$ cat config.mk
export PLATFORM = sky130hd
export DESIGN_NAME = id_ex_skid_reg
export DESIGN_NICKNAME = d
export VERILOG_FILES = /design/src/rtl/id_ex_skid_reg.sv
export SDC_FILE = /design/constraint.sdc
export NUM_CORES = 1
export LEC_CHECK = 0
export CORE_MARGIN = 1.5
export CORE_UTILIZATION = 55
export CTS_CLUSTER_SIZE = 24
export DETAILED_ROUTE_END_ITERATION = 8
export PLACE_DENSITY_LB_ADDON = 0.25
export SYNTH_ARGS = -nofsm -noshare
export SYNTH_HDL_FRONTEND = slang
export SYNTH_SLANG_ARGS = --single-unit
$ cat constraint.sdc
create_clock -name clk -period 4.99 [get_ports clk]
set_input_delay 0.7485 -clock clk [delete_from_list [all_inputs] [get_ports clk]]
set_output_delay 0.7485 -clock clk [all_outputs]
set_load 0.01 [all_outputs]
$ cat src/rtl/id_ex_skid_reg.sv
// ID/EX pipeline register with valid/ready handshake and a one-entry skid buffer.
// id_ready is decoded from the state register only, so there is no combinational ready path.
//
// state | meaning
// EMPTY | main and skid invalid
// ONE   | main valid, drives ex_*
// TWO   | main and skid valid, decode is back-pressured
module id_ex_skid_reg #(
   parameter int OP_W   = 8,
   parameter int WORD_W = 32,
   parameter int REG_AW = 5,
   parameter int CNT_W  = 16
) (
   input  logic              clk,
   input  logic              rst,
   input  logic              flush,
   input  logic              id_valid,
   output logic              id_ready,
   input  logic [OP_W-1:0]   id_exOp,
   input  logic [WORD_W-1:0] id_src1,
   input  logic [WORD_W-1:0] id_src2,
   input  logic [REG_AW-1:0] id_regDest,
   input  logic              id_writeReg,
   output logic              ex_valid,
   input  logic              ex_ready,
   output logic [OP_W-1:0]   ex_exOp,
   output logic [WORD_W-1:0] ex_src1,
   output logic [WORD_W-1:0] ex_src2,
   output logic [REG_AW-1:0] ex_regDest,
   output logic              ex_writeReg,
   output logic [CNT_W-1:0]  stall_cnt
);

   localparam int PW = OP_W + 2*WORD_W + REG_AW + 1;

   typedef enum logic [1:0] {
      EMPTY = 2'd0,
      ONE   = 2'd1,
      TWO   = 2'd2
   } state_t;

   state_t            state_q, state_d;
   logic [PW-1:0]     main_q, main_d;
   logic [PW-1:0]     skid_q, skid_d;
   logic [PW-1:0]     id_pl;
   logic [CNT_W-1:0]  stall_q;
   logic              wr_stored;
   logic              accept;
   logic              pop;

   assign id_pl    = {id_exOp, id_src1, id_src2, id_regDest, id_writeReg};
   assign id_ready = (state_q != TWO);
   assign ex_valid = (state_q != EMPTY);
   assign accept   = id_valid & id_ready;
   assign pop      = ex_valid & ex_ready;

   assign {ex_exOp, ex_src1, ex_src2, ex_regDest, wr_stored} = main_q;
   // A bubble (including the cycle after a flush) must never write the register file.
   assign ex_writeReg = wr_stored & ex_valid;
   assign stall_cnt   = stall_q;

   always_comb begin
      state_d = state_q;
      main_d  = main_q;
      skid_d  = skid_q;
      if (flush) begin
         state_d = EMPTY;
      end else begin
         unique case (state_q)
            EMPTY: begin
               if (accept) begin
                  state_d = ONE;
                  main_d  = id_pl;
               end
            end
            ONE: begin
               if (accept && pop) begin
                  main_d = id_pl;
               end else if (accept) begin
                  state_d = TWO;
                  skid_d  = id_pl;
               end else if (pop) begin
                  state_d = EMPTY;
               end
            end
            TWO: begin
               if (pop) begin
                  state_d = ONE;
                  main_d  = skid_q;
               end
            end
            default: state_d = EMPTY;
         endcase
      end
   end

   always_ff @(posedge clk) begin
      if (rst) begin
         state_q <= EMPTY;
         main_q  <= '0;
         skid_q  <= '0;
      end else begin
         state_q <= state_d;
         main_q  <= main_d;
         skid_q  <= skid_d;
      end
   end

   // Saturating count of stalled cycles; only reset clears it, flush does not.
   always_ff @(posedge clk) begin
      if (rst) begin
         stall_q <= '0;
      end else if (ex_valid && !ex_ready && (stall_q != {CNT_W{1'b1}})) begin
         stall_q <= stall_q + {{(CNT_W-1){1'b0}}, 1'b1};
      end
   end

endmodule

==> results.md <==
- Most frequent cell after synthesis: dfxtp_1
- Number of enable-type register cells in the synthesized netlist: 0
- Drt drc: 0
- CP endpoint kind: register
- Worst Setup Start Kind: input port
- Vias in the first global route: 5,689
- Area Growth Syn to Fin: 22.10%
- WP data arrival: 3.10 ns
- Mapped Cells: 919
- Met2 GRT Util: 36.28%
- Cell Area, Placed: 9190 µm²
- Final period utilization: 55.68%
- Setup Viol. Count Final: 0
- CTS Buffer Depth: 2
- Worst r2r src: state_q[0]
- # Post-CTS Setup Buffers: 0
- Wire per inst: 15.94 µm
- Hold path start: skid_q[36]
- Diode count: 0
- Worst Path Class, Setup: in2reg
- Synth async-reset ratio: 0%
- Drt first pass iters: 7
- Post-cts hold buffer count: 0
- Area leader, netlist: dfxtp_1
- Initial core utilization: 56.90%
- Synth cell types: 48
- Flops & latches, synth: 174
- Met1 Track Usage GR: 33.62%
- Status: finished clean
- Vert. Die Dim: 123.5 µm
- Hold EP: skid_q[36]
- Worst-margin pin slew: 0.9664 ns
- Clock Latency Late Sink: 0.42 ns
- FMAX: 359.9 MHz
- I/O Pins: 179
- Clk root buf: clkbuf_16
- Final worst slack: 2.212 ns
- Fin Setup TNS: 0 ns
- Post-Syn Nets: 1,003
- WL final: 18,430 µm
- GR Overflow Total: 0
- Reg area: 3483 µm²
- Synth Flop Type: dfxtp_1
- Skew final: 0.005552 ns
- PwrDens: 322.1 nW/µm²
- Max-Cap Viols: 0
- Max VDD drop: 0.2721 mV
- Final Max Tran Viols: 0
- Pre-CTS setup slack: 1.803 ns
- CTS tree: done
- Hold Crit Class: reg2reg
- Required @ worst endpoint: 5.31 ns
- Mean Syn Cell Area: 8.694 µm²
- R2R setup slack: 2.55 ns
- Synth area leaders: dfxtp_1 (44%), a21oi_1 (10%), mux2i_1 (10%)
- Tmin final: 2.778 ns
- Fill count: 1,128
- Share of the synthesized area in the top cell type: 43.60%
- First-pass GRT wire length: 28,910 µm
- Total vias in the final route: 6,613
- Die area: 15,260 µm²
- Layer with the highest usage: met2
- Hold path depth: 2
- H-tree depth: 4
- Clk pin slew, worst setup/hold paths: 0.06 ns
- Worst Setup SP: ex_ready
- RSZ-0062 raised after global routing: no
- Overall Global Routing Usage: 24.14%
- Area occupied by multi-input gates: 3601 µm²
- Layout cells sized above 1: 5.328%
- Hold_ws: 0.4516 ns
- Crit Path Max Fanout: 34
- Hold Vio Cnt, Final: 0
- CTS Buf Count: 17
- Routability cong.: 0.8442
- Vias per std cell: 5.721
- Worst r2r dst: main_q[74]
- DRT iter0 DRCs: 658
- Post_cts resized: 0
- Horiz. Die Dim: 123.5 µm
- Synth cell count leaders: dfxtp_1 (174), nand2_1 (168), a21oi_1 (161)
- Core area: 14,040 µm²
- Post-synthesis sequential area ratio: 43.60%
- PortBufs: 178
- Design Area, Final: 9756 µm²
- # nets final: 1,049
- Largest net degree at the start of global routing: 98
- P_leak: 3.800 nW
- Routed Antenna Nets: 0
- Total clock sinks: 174
- Mapped Area: 7990 µm²
- FF-to-FF path depth: 4
- Hpwl dp: 11,390 µm
- Final core utilization: 69.47%
- Initial antenna violation count: 1
- Row count: 43
- Slew headroom: 35.57%
- Met3 usage: 6.042%
- Synth warn: 0
area by class of cell:
class	instances	area share (%)
inverter	4	0.1796
tap	180	2.309
clock inverter	7	0.8978
clock buffer	23	4.899
timing repair buffer	187	19.10
sequential	174	35.71
multi-input combinational	581	36.91
metrics by stage:
step | power (W) | instances
3_3_place_gp | 0.001878 | 1126
5_1_grt | 0.003257 | 1156
4_1_cts | 0.003160 | 1156
3_5_place_dp | 0.001883 | 1126
6_report | 0.003142 | 1156
2_1_floorplan | 0.001737 | 919
cells by family (layout without fill, tap and decap cells):
| family | Yosys count | count (layout) | synth area share [%] |
|---|---|---|---|
| AO/OA/AOI/OAI | 257 | 257 | 20.45 |
| AND/OR/NAND/NOR | 240 | 240 | 13.61 |
| buffers and inverters | 164 | 221 | 11.74 |
| multiplexers | 83 | 83 | 10.44 |
| adder cells (fa/ha/maj) | 1 | 1 | 0.1566 |
| flip-flops | 174 | 174 | 43.60 |
registers in the layout (all words and copies together), names as in the netlist:
register and cells:
skid_q 78, state_q 2, main_q 78, stall_cnt 16
worst max-delay path: stages:
cell	delay, ns
clkdlybuf4s50_1	0.60
nor2b_1	0.17
o21ai_4	0.69
buf_4	0.44
a21oi_1	0.11
a311oi_1	0.30
power breakdown:
part	leakage [nW]	internal, W	switching, W
combinational	2.10	0.000198	0.000182
clock	0.279	0.000768	0.000521
sequential	1.42	0.00144	0.0000320
per-layer routing:
| metal | up-vias | wire length (µm) |
|---|---|---|
| li1 | 3334 | - |
| met1 | 3056 | 8416 |
| met2 | 199 | 8543 |
| met3 | 22 | 1162 |
| met4 | 2 | 298 |
| met5 | - | 11 |
placed cells by master, fill, tap and decap left out, types with 2 or more instances in the layout:
master           synthesis  routed
clkbuf_1                54       3
and4b_1                  2       2
dfxtp_1                174     174
nand2_1                168     168
mux2_2                   3       3
a311oi_1                78      78
o31ai_1                  2       2
clkinv_2                 0       4
nor4b_1                  2       2
or3_1                    4       4
a31oi_1                  2       2
buf_4                   78       8
or4_1                    4       4
mux2i_1                 80      80
nand3_1                 11      10
clkbuf_8                 0       3
and3_1                   3       2
or2_2                    2       2
nor2_1                   9       9
nor3_1                   5       5
nand4_2                  2       2
nor2b_1                  8       8
bufinv_16                0       2
o211ai_1                 2       2
a21oi_1                161     161
nand4_1                  4       4
inv_1                    3       3
clkbuf_16                0      17
nor4_1                   8       8
clkdlybuf4s50_1          0     177
worst max-delay path by stage:
stage                         end  depth (start not counted)
floorplan           stall_cnt[11]                          5
global placement       main_q[12]                          6
detailed placement     skid_q[75]                          6
CTS                      id_ready                          2
global route            main_q[5]                          6
finish                 main_q[74]                          6
Note: power is estimated with default switching activity, not from simulation.
==> variant 1: new RTL, config.mk and constraints unchanged <==
Encoding of `state_t`: now one-hot (3 bits for 3 states).
--- a/src/rtl/id_ex_skid_reg.sv
+++ b/src/rtl/id_ex_skid_reg.sv
@@ -33,10 +33,10 @@
 
    localparam int PW = OP_W + 2*WORD_W + REG_AW + 1;
 
-   typedef enum logic [1:0] {
-      EMPTY = 2'd0,
-      ONE   = 2'd1,
-      TWO   = 2'd2
+   typedef enum logic [2:0] {
+      EMPTY = 3'b001,
+      ONE   = 3'b010,
+      TWO   = 3'b100
    } state_t;
 
    state_t            state_q, state_d;
Formal check against the unedited RTL: same outputs for any inputs over 4 cycles, from zero or initial values and one cycle with rst high; so few cycles prove little.
==> variant 1 against the original RTL <==
Routed wire length decreased by 5.3%. Total power decreased by 3.9%. Non-clock buffer count unchanged. Worst setup slack got worse by 230 ps. Cell count increased by 6.3%. Fmax decreased by 7.7%. Global-route usage decreased by 2.6 points. Final area increased by 5.7%. Area after synthesis increased by 6.6%. Clock skew about the same. Combinational power decreased by 17%. Die area increased by 6.4%. Sequential cell count increased by 1. Critical path type is now reg2out. Critical endpoint is now id_ready. Highest routed layer is now met4.
==> variant 1: results (changes against the original RTL) <==
Yosys
The sequential fraction of the synthesis area is 41.1% (was 43.6%). The yosys synthesis warning count is 0 (unchanged). Cell types with the largest area share after synthesis: dfxtp_1 (41%), mux2i_1 (9.3%), mux2_2 (7.8%) (was dfxtp_1 (44%), a21oi_1 (10%), mux2i_1 (10%)). Top cells by count, synth: dfxtp_1 (175), nand2_1 (162), a21oi_1 (92) (was dfxtp_1 (174), nand2_1 (168), a21oi_1 (161)). The number of distinct library cells after synthesis came to 36 (was 48).

Timing
The actual transition at the worst max-transition pin came to 948 ps (was 966 ps). The worst hold-check slack is 451 ps (was 452 ps). The highest clock rate is 332 MHz (was 360 MHz). The post-route clock skew is 5.85 ps (was 5.55 ps).

CTS
The worst-skew pair later-pin latency is 410 ps. The maximum buffer depth of the clock tree is 2 (unchanged).

Detailed routing
The count of TritonRoute iterations in the first routing pass is 4 (was 7). The violation count after the first detailed-routing iteration is 387 (was 658). The mean number of vias per cell is 5.25 (was 5.72). The final routed wire length divided by cell count is 14.2 um (was 15.9 um).

Layout
The number of fillers in the final layout was 1276 (was 1128). The fraction of layout instances using a drive strength above 1 came to 11.5% (was 5.33%). The final net count is 1115 (was 1049).

Critical path
The cell with the biggest individual delay on the critical path is buf_4 (was o21ai_4). The worst-case register-to-register setup slack is 2240 ps (was 2550 ps). The peak per-stage delay on the critical path is 570 ps (was 690 ps). The maximum fanout along the worst path is 38 (was 34).

Power
The static power due to leakage is 3.65 nW (was 3.80 nW). The maximum vdd ir drop is 0.227 mV (was 0.272 mV).

Global routing
The initial antenna violation count is 0 (was 1). The wire length of the first global-routing pass is 28200 um (was 28900 um). The number of global-route vias before repair is 5891 (was 5689). The global-route total usage across every layer is 21.5% (was 24.1%). The maximum number of pins on one net before global-route repair is 103 (was 98).

Placement
The final weighted congestion in routability-driven placement was 0.843 (was 0.844). The estimated wirelength of the detail-placed design is 11000 um (was 11400 um).

Status
Result of the run: finished, final reports clean (unchanged).
variant 1: changes by cell type in the layout (fill, tap and decap cells not counted), sizes merged, moves of 9 or more:
cell / change
nor2: +75
nor2b: +74
a21oi: -69
o31ai: +9
a311oi: -78
mux2: +76
variant 1: worst max-delay path: cells and delay by family (launching register included):
kind                   cells  cell delay (ps)
buffers and inverters      3             1150
flip-flops                 1              440
AND/OR/NAND/NOR            1              250
variant 1: path summary, 6_finish.rpt:
path	start	end	depth (start not counted)
setup / recovery	state_q[2]	id_ready	4
hold / removal	skid_q[1]	skid_q[1]	2
setup reg to reg	state_q[2]	main_q[38]	6
hold reg to reg	skid_q[1]	skid_q[1]	2
variant 1: final cells by class:
type | instances | area [sq um] | share of cell area, %
Multi-Input combinational cell | 646 | 4150 | 40.2
Sequential cell | 175 | 3500 | 34.0
Timing Repair Buffer | 187 | 1860 | 18.1
Clock buffer | 24 | 492 | 4.77
Tap cell | 188 | 235 | 2.28
Clock inverter | 5 | 57.6 | 0.558
Inverter | 4 | 15.0 | 0.146
variant 1: power breakdown:
| group | total (mW) | internal (mW) | switching [mW] |
|---|---|---|---|
| logic | 0.317 | 0.186 | 0.131 |
| registers | 1.45 | 1.43 | 0.0186 |
| clock network | 1.25 | 0.732 | 0.520 |
| total | 3.02 | 2.35 | 0.670 |
variant 1: cell families (layout without fill, tap and decap cells):
kind of cell    count (synthesis)  count (layout)  synth area share, %
compound gates                113             113                 7.08
flops                         175             175                 41.1
buf+inv                       149             220                 10.5
mux                           158             158                 20.5
simple gates                  374             374                 20.6
fa+ha+maj                       1               1                0.147
variant 1: through the flow:
stage / area [sq um] / cells / worst slack [ps]
6_report: 10300 / 1229 / 1980
3_5_place_dp: 9770 / 1200 / 1730
2_1_floorplan: 8520 / 970 / 2980
4_1_cts: 10300 / 1229 / 1950
3_3_place_gp: 9770 / 1200 / 1740
5_1_grt: 10300 / 1229 / 1820
variant 1: layer usage:
layer	global-route usage (%)	up-vias	part of all wire [%]
met4	7.02	0	1.4
met3	5.36	20	4.7
met5	0	-	0
met2	35.3	136	48
li1	-	3277	-
met1	27.9	3024	46
==> variant 2: new RTL, same settings <==
Without the edit above. Set the parameter `WORD_W` to 48 (it was 32).
--- a/src/rtl/id_ex_skid_reg.sv
+++ b/src/rtl/id_ex_skid_reg.sv
@@ -7,7 +7,7 @@
 // TWO   | main and skid valid, decode is back-pressured
 module id_ex_skid_reg #(
    parameter int OP_W   = 8,
-   parameter int WORD_W = 32,
+   parameter int WORD_W = 48,
    parameter int REG_AW = 5,
    parameter int CNT_W  = 16
 ) (
Ports: changed (resized ex_src1, ex_src2, id_src1 and id_src2); port bits go from 179 to 243. No check against the original RTL was run, so the function may have changed too.
==> variant 2 against the original RTL <==
Area after synthesis grew 35%. Sequential cell count grew 64. Register-to-register slack lost 430 ps. Final area grew 35%. Hold slack is essentially flat. Worst setup slack lost 420 ps. Die area grew 34%. Clock skew grew 3.2 ps. Routed wire length grew 41%. Total power grew 40%. First-iteration DRC count shrank 16%. Critical endpoint is now id_ready. Highest routed layer is now met4.
==> variant 2: results (changes against the original RTL) <==
CTS
The TritonCTS buffer count is 25 (was 17). The maximum buffer depth of the clock tree is 3 (was 2). The worst-skew pair later-pin latency was 510 ps (was 420 ps).

Power
The maximum vdd ir drop is 0.213 mV (was 0.272 mV). The static power due to leakage was 5.14 nW (was 3.80 nW).

Placement
The estimated wirelength of the detail-placed design is 15600 um (was 11400 um). The total of buffers placed on input and output ports is 242 (was 178). The final weighted congestion in routability-driven placement is 0.857 (was 0.844).

Layout
The final net count is 1408 (was 1049). The number of fillers in the final layout is 1523 (was 1128). The fraction of layout instances using a drive strength above 1 is 4.82% (was 5.33%).

Timing
The actual transition at the worst max-transition pin is 1110 ps (was 966 ps). The post-route clock skew is 8.72 ps (was 5.55 ps).

Detailed routing
The final routed wire length divided by cell count is 16.5 um (was 15.9 um). The count of TritonRoute iterations in the first routing pass was 4 (was 7). The violation count after the first detailed-routing iteration is 551 (was 658).

The mean number of vias per cell is 5.72 (about the same).

Global routing
The wire length of the first global-routing pass is 41200 um (was 28900 um). The global-route total usage across every layer is 24.7% (was 24.1%). The number of global-route vias before repair is 8085 (was 5689). The maximum number of pins on one net before global-route repair was 108 (was 98). The initial antenna violation count is 0 (was 1).

Critical path
The maximum fanout along the worst path is 50 (was 34). The endpoint arrival time on the critical path came to 2450 ps (was 3100 ps). The cell with the biggest individual delay on the critical path is nand2b_4 (was o21ai_4).

Yosys
The share of flip-flops with an asynchronous set or reset after synthesis is 0% (unchanged). Cell types with the largest area share after synthesis: dfxtp_1 (44%), a21oi_1 (10%), mux2i_1 (10%) (unchanged). The sequential fraction of the synthesis area is 44.3% (was 43.6%). Top cells by count, synth: dfxtp_1 (238), nand2_1 (229), a21oi_1 (225) (was dfxtp_1 (174), nand2_1 (168), a21oi_1 (161)). The number of distinct library cells after synthesis was 46 (was 48).

Status
Result of the run: finished, final reports clean (unchanged).
## variant 2: worst paths after layout
path / from / to / slack [ps]
worst max-delay path: state_q[0] / id_ready / 1790
worst min register to register: skid_q[67] / skid_q[67] / 450
worst max register to register: state_q[0] / main_q[26] / 2120
worst min-delay path: skid_q[67] / skid_q[67] / 450
## variant 2: per-stage QoR
stage	instances	instance area (sq um)	worst slack [ps]	utilization, %	hold WS, ps
3_3_place_gp	1525	12400	1740	65.2	440
4_1_cts	1568	13200	1790	69.5	454
3_5_place_dp	1525	12400	1650	65.2	446
5_1_grt	1568	13200	1680	69.5	469
6_report	1568	13200	1790	69.5	452
2_1_floorplan	1235	10800	2920	-	436
## variant 2: logic make-up (layout without fill, tap and decap cells)
logic type	Yosys count	count (layout)	synth area share [%]
AO/OA/AOI/OAI	355	355	20.8
AND/OR/NAND/NOR	299	299	12.0
flip-flops	238	238	44.3
buffers and inverters	228	301	12.2
multiplexers	114	114	10.6
adder cells (fa/ha/maj)	1	1	0.116
## variant 2: power breakdown
group          switching (mW)  internal (mW)  total (mW)
Clock                   0.728           1.12        1.85
Sequential             0.0451           1.97        2.02
Combinational           0.255          0.273       0.528
Total                    1.03           3.37        4.40
## variant 2: per-layer routing
metal / vias to the layer above / track usage (%) / wire length, um
met2: 318 / 39.1 / 12000
met4: 0 / 6.84 / 537
li1: 4435 / - / -
met1: 4172 / 34.5 / 11400
met3: 38 / 4.56 / 2030
met5: - / 0 / 0
## variant 2: layout make-up
cell class	instances	area share, %
Timing Repair Buffer	254	19.2
Multi-Input combinational cell	769	35.8
Clock buffer	38	5.65
Tap cell	260	2.47
Sequential cell	238	36.1
Clock inverter	5	0.570
Inverter	4	0.152
## variant 2: worst max-delay path, delay by kind of cell, from the launching register on
| family | cells | cell delay, ps |
|---|---|---|
| buffers and inverters | 1 | 690 |
| flip-flops | 1 | 440 |
| AND/OR/NAND/NOR | 1 | 770 |
